### config.mk
export PLATFORM = sky130hd
export DESIGN_NAME = move_stack
export DESIGN_NICKNAME = d
export VERILOG_FILES = /design/src/rtl/move_pkg.sv /design/src/rtl/move_stack.sv
export SDC_FILE = /design/constraint.sdc
export NUM_CORES = 1
export LEC_CHECK = 0
export ABC_AREA = 1
export CAP_MARGIN = 20
export CELL_PAD_IN_SITES_DETAIL_PLACEMENT = 0
export CELL_PAD_IN_SITES_GLOBAL_PLACEMENT = 1
export CORE_MARGIN = 4
export CORE_UTILIZATION = 50
export CTS_BUF_LIST = sky130_fd_sc_hd__clkbuf_8 sky130_fd_sc_hd__clkbuf_16
export DETAILED_ROUTE_END_ITERATION = 12
export PLACE_DENSITY_LB_ADDON = 0.25
export RECOVER_POWER = 50
export SYNTH_ARGS = -nofsm -noshare
export SYNTH_HDL_FRONTEND = slang
export SYNTH_SLANG_ARGS = --single-unit
### constraint.sdc
create_clock -name Clk -period 7.1 [get_ports Clk]
set_input_delay 1.42 -clock Clk [delete_from_list [all_inputs] [get_ports Clk]]
set_output_delay 1.42 -clock Clk [all_outputs]
set_load 0.01 [all_outputs]
### src/rtl/move_pkg.sv
// Shared definitions for ant move bookkeeping: move code encodings and move-stack FSM states.
package move_pkg;

    localparam int unsigned MOVE_W = 3;

    typedef enum logic [MOVE_W-1:0] {
        MoveN  = 3'd0,
        MoveNe = 3'd1,
        MoveE  = 3'd2,
        MoveSe = 3'd3,
        MoveS  = 3'd4,
        MoveSw = 3'd5,
        MoveW  = 3'd6,
        MoveNw = 3'd7
    } move_e;

    typedef enum logic [0:0] {
        StIdle  = 1'b0,
        StDrain = 1'b1
    } stack_state_e;

    // Opposite direction: the move that undoes m when backtracking.
    function automatic move_e move_reverse(input move_e m);
        return move_e'(m + 3'd4);
    endfunction

endpackage

### src/rtl/move_stack.sv
// LIFO of ant move codes with registered pop port, oldest-first drain stream,
// full/empty status and sticky overflow/underflow flags.
module move_stack
    import move_pkg::*;
#(
    parameter int unsigned W = MOVE_W,
    parameter int unsigned D = 32,
    localparam int unsigned CW = $clog2(D + 1)
) (
    input  logic          Clk,
    input  logic          Rst_n,
    input  logic          Clear,
    input  logic          Push,
    input  logic [W-1:0]  PushData,
    input  logic          Pop,
    output logic [W-1:0]  PopData,
    output logic          PopValid,
    input  logic          Drain,
    output logic [W-1:0]  DrainData,
    output logic          DrainValid,
    input  logic          DrainReady,
    output logic          DrainDone,
    output logic          Busy,
    output logic [CW-1:0] Count,
    output logic          Full,
    output logic          Empty,
    output logic          Overflow,
    output logic          Underflow
);

    localparam int unsigned AW = (D > 1) ? $clog2(D) : 1;

    stack_state_e  state_q, state_d;
    logic [CW-1:0] count_q, count_d;
    logic [AW-1:0] idx_q, idx_d;
    logic [W-1:0]  pop_data_q, pop_data_d;
    logic          pop_valid_q, pop_valid_d;
    logic [W-1:0]  drain_data_q, drain_data_d;
    logic          drain_valid_q, drain_valid_d;
    logic          drain_done_q, drain_done_d;
    logic          overflow_q, overflow_d;
    logic          underflow_q, underflow_d;

    logic [W-1:0]  mem_q [D];
    logic          we;
    logic [AW-1:0] waddr;
    logic [W-1:0]  wdata;
    logic [AW-1:0] top_addr;
    logic          is_full;
    logic          is_empty;
    logic          last_entry;

    always_comb begin
        top_addr      = AW'(count_q - CW'(1));
        is_full       = (count_q == CW'(D));
        is_empty      = (count_q == '0);
        last_entry    = (idx_q == top_addr);

        state_d       = state_q;
        count_d       = count_q;
        idx_d         = idx_q;
        pop_data_d    = pop_data_q;
        pop_valid_d   = 1'b0;
        drain_data_d  = drain_data_q;
        drain_valid_d = drain_valid_q;
        drain_done_d  = 1'b0;
        overflow_d    = overflow_q;
        underflow_d   = underflow_q;
        we            = 1'b0;
        waddr         = AW'(count_q);
        wdata         = PushData;

        unique case (state_q)
            StIdle: begin
                if (Clear) begin
                    count_d     = '0;
                    overflow_d  = 1'b0;
                    underflow_d = 1'b0;
                end else if (Drain) begin
                    if (!is_empty) begin
                        state_d       = StDrain;
                        idx_d         = '0;
                        drain_valid_d = 1'b1;
                        drain_data_d  = mem_q[0];
                    end else begin
                        drain_done_d = 1'b1;
                    end
                end else begin
                    case ({Push, Pop})
                        2'b10: begin
                            if (!is_full) begin
                                we      = 1'b1;
                                waddr   = AW'(count_q);
                                count_d = count_q + CW'(1);
                            end else begin
                                overflow_d = 1'b1;
                            end
                        end
                        2'b01: begin
                            if (!is_empty) begin
                                pop_data_d  = mem_q[top_addr];
                                pop_valid_d = 1'b1;
                                count_d     = count_q - CW'(1);
                            end else begin
                                underflow_d = 1'b1;
                            end
                        end
                        2'b11: begin
                            pop_valid_d = 1'b1;
                            if (!is_empty) begin
                                // Replace top: old top leaves, new code takes its slot.
                                pop_data_d = mem_q[top_addr];
                                we         = 1'b1;
                                waddr      = top_addr;
                            end else begin
                                pop_data_d = PushData;
                            end
                        end
                        default: ;
                    endcase
                end
            end
            StDrain: begin
                if (Clear) begin
                    state_d       = StIdle;
                    count_d       = '0;
                    idx_d         = '0;
                    overflow_d    = 1'b0;
                    underflow_d   = 1'b0;
                    drain_valid_d = 1'b0;
                end else if (DrainReady) begin
                    if (last_entry) begin
                        state_d       = StIdle;
                        count_d       = '0;
                        idx_d         = '0;
                        drain_valid_d = 1'b0;
                        drain_done_d  = 1'b1;
                    end else begin
                        idx_d        = idx_q + AW'(1);
                        drain_data_d = mem_q[idx_q + AW'(1)];
                    end
                end
            end
            default: state_d = StIdle;
        endcase
    end

    always_ff @(posedge Clk or negedge Rst_n) begin
        if (!Rst_n) begin
            state_q       <= StIdle;
            count_q       <= '0;
            idx_q         <= '0;
            pop_data_q    <= '0;
            pop_valid_q   <= 1'b0;
            drain_data_q  <= '0;
            drain_valid_q <= 1'b0;
            drain_done_q  <= 1'b0;
            overflow_q    <= 1'b0;
            underflow_q   <= 1'b0;
        end else begin
            state_q       <= state_d;
            count_q       <= count_d;
            idx_q         <= idx_d;
            pop_data_q    <= pop_data_d;
            pop_valid_q   <= pop_valid_d;
            drain_data_q  <= drain_data_d;
            drain_valid_q <= drain_valid_d;
            drain_done_q  <= drain_done_d;
            overflow_q    <= overflow_d;
            underflow_q   <= underflow_d;
        end
    end

    // Storage contents are don't-care after reset, so no reset on the array.
    always_ff @(posedge Clk) begin
        if (we) begin
            mem_q[waddr] <= wdata;
        end
    end

    assign PopData    = pop_data_q;
    assign PopValid   = pop_valid_q;
    assign DrainData  = drain_data_q;
    assign DrainValid = drain_valid_q;
    assign DrainDone  = drain_done_q;
    assign Busy       = (state_q == StDrain);
    assign Count      = count_q;
    assign Full       = is_full;
    assign Empty      = is_empty;
    assign Overflow   = overflow_q;
    assign Underflow  = underflow_q;

endmodule

==> metrics <==
status finished, violations left; violated checks capacitance limit, slew limit; Rows 42; CTS sink count 119; yosys warns 0; top cells by area, synth edfxtp_1, nand2_1, nand3_1; Tot GR Track Use 25.0%; total CTS buffers 17; CTS tree built; Port Buf Inserts 29; synthesized cell area 6920 um2; antenna violations before repair 0; largest net degree at the start of global routing 91; critical path class reg -> out; latest clock arrival within the worst-skew pair 0.42 ns; Pint 1.85 mW; EDFF count, synth 96; upper clock frequency limit 0.240 GHz; total core area 13400 um2; Max-Cap Viols 3; share of cells above drive strength 1 8.04%; Synth Instances 865; period utilization 58.6%; Final WS setup 2.94 ns; Critical Path RT 5.68 ns; Initial DRC Count 552; Synth top cells by count nand2_1, nand3_1, nor2_1; Setup TNS 0 ns; slew margin rel. -10.9%; post-synth cell types 36; Worst-path clk slew 0.05 ns; startpoint types flop; RSZ-0062 raised after global routing false; count leader, synth nand2_1; area grow syn2layout 13.7%; DRT Wirelength 19200 um; Synth top area share 41.7%; switch share 44.4%; Switch Pwr 1.48 mW; residual overflow from global routing 0; H-Tree Depth 4; leakage 3.28 nW; post-CTS setup buffer count 0; routed via count 5979; clock buffer depth 2; die height 126 um; RePlAce Congestion 0.890; VDD IR max 0.220 mV; part of the power in registers 25.6%; ys async rst share 19.3%; fin area 7870 um2; Cell Area, Placed 7300 um2; final hold vios 0; Post-Syn Area per Cell 8.00 um2; Mapped Nets 879; Critical Path Sink Type primary output; die area 15800 um2; Die Wd 126 um; sequential fraction of the synthesis area 50.0%; Clock power frac 23.9%; Max Slew Vio Count 102; Worst-Margin Slew 1.66 ns; vias per cell 5.58; cell taking the most area after synthesis edfxtp_1; Yosys reg bits 119; critical-path maximum fanout 90; Detailed Place HPWL 12900 um; power density over cell area 423 nW/um2; min Tclk post-route 4.16 ns; post-DR wirelength/cell 17.9 um; fill count 1247; vias in the first global route 5910; drt first pass iters 6; Setup violations, final 0; CP arrival 2.74 ns; Hold Crit Class reg -> reg; Residual DRC 0; Worst Skew 0.00756 ns; antenna diode count 0; pre-CTS setup slack 2.58 ns; effective utilization at floorplan 51.6%; Logic pwr share 50.5%; CTS resizes 0; I/O pins 30; DRT antenna net count 0; CTS Root Cell clkbuf_16; first-pass GRT wire length 30900 um; Hold-fix buffers, CTS 0; NumNets Final 897; Post-synth top flop edfxtp_1
==> final timing paths <==
kind / cells past startpoint / start / slack (ns) / endpoint
setup / recovery: 6 / Count[0] / 2.94 / Empty
hold / removal: 2 / DrainData[1] / 0.48 / DrainData[1]
setup reg to reg: 9 / Count[0] / 3.19 / mem_q[0][2]
hold reg to reg: 2 / DrainData[1] / 0.48 / DrainData[1]
max in group asynchronous: 2 / Rst_n / 4.44 / idx_q[0]
min in group asynchronous: 1 / Rst_n / 1.28 / Count[2]
==> flip-flops by register name, indices dropped and copies added (netlist names) <==
register	count
Busy	1
Count	6
DrainData	3
DrainDone	1
DrainValid	1
Overflow	1
PopData	3
PopValid	1
Underflow	1
idx_q	5
mem_q	96
==> power by group through the flow <==
stage,clock network (mW),registers (mW),logic (mW)
4_1_cts,0.803,0.852,1.64
6_report,0.795,0.853,1.68
5_1_grt,0.837,0.861,1.86
3_5_place_dp,0,0.866,1.63
2_1_floorplan,0,0.863,1.18
3_3_place_gp,0,0.864,1.60
==> cells in the final DEF, fill, tap and decap left out, types with 17 or more instances in the layout <==
master / synthesis / routed
nor2_1: 110 / 110
o21ai_0: 25 / 26
clkdlybuf4s50_1: 0 / 17
dfrtp_1: 23 / 21
nand3_1: 117 / 117
edfxtp_1: 96 / 96
inv_1: 99 / 101
clkbuf_16: 0 / 17
o211ai_1: 37 / 37
nand2_1: 244 / 244
==> logic make-up (layout without fill, tap and decap cells) <==
logic type                 count (synthesis)  in the layout  synth area share (%)
and+or+nand+nor                          496            496                  30.9
buffers and inverters                    150            181                  8.76
DFF                                      119            119                  50.0
AOI/OAI and AO/OA                         87             87                  8.30
xor gates and xnor gates                   9              9                  1.36
adders and majority gates                  4              4                 0.724
==> worst max-delay path, stage by stage (launching register included) <==
cell and delay [ns]:
dfrtp_2 0.34, buf_4 0.65, inv_4 0.26, ha_1 0.33, nand4_4 0.17, inv_1 0.07, clkdlybuf4s50_1 0.48
==> cell type report <==
class	count	area (um2)	share of cell area (%)
inverters	110	418	5.31
repair buffers	39	370	4.71
flip-flops and latches	119	3460	44.0
multi-input cells	596	2850	36.3
well taps	176	220	2.80
clock buffers	17	425	5.41
clock inverters	15	120	1.53
==> stage by stage <==
step / total power, mW / hold WS (ns) / instances / util, %
after floorplan: 2.04 / 0.504 / 865 / -
after global routing: 3.56 / 0.510 / 1072 / 58.7
after detailed placement: 2.49 / 0.469 / 1038 / 54.5
final: 3.33 / 0.478 / 1072 / 58.7
after CTS: 3.29 / 0.482 / 1070 / 58.6
after global placement: 2.47 / 0.465 / 1038 / 54.5
==> metal layers <==
metal | wire length [um] | global-route usage [%] | part of all wire (%)
met5 | 0 | 0 | 0
met3 | 1320 | 5.00 | 6.9
met1 | 7930 | 31.7 | 41
met2 | 9420 | 42.3 | 49
met4 | 529 | 9.63 | 2.8
Note: power is estimated with default switching activity, not from simulation.
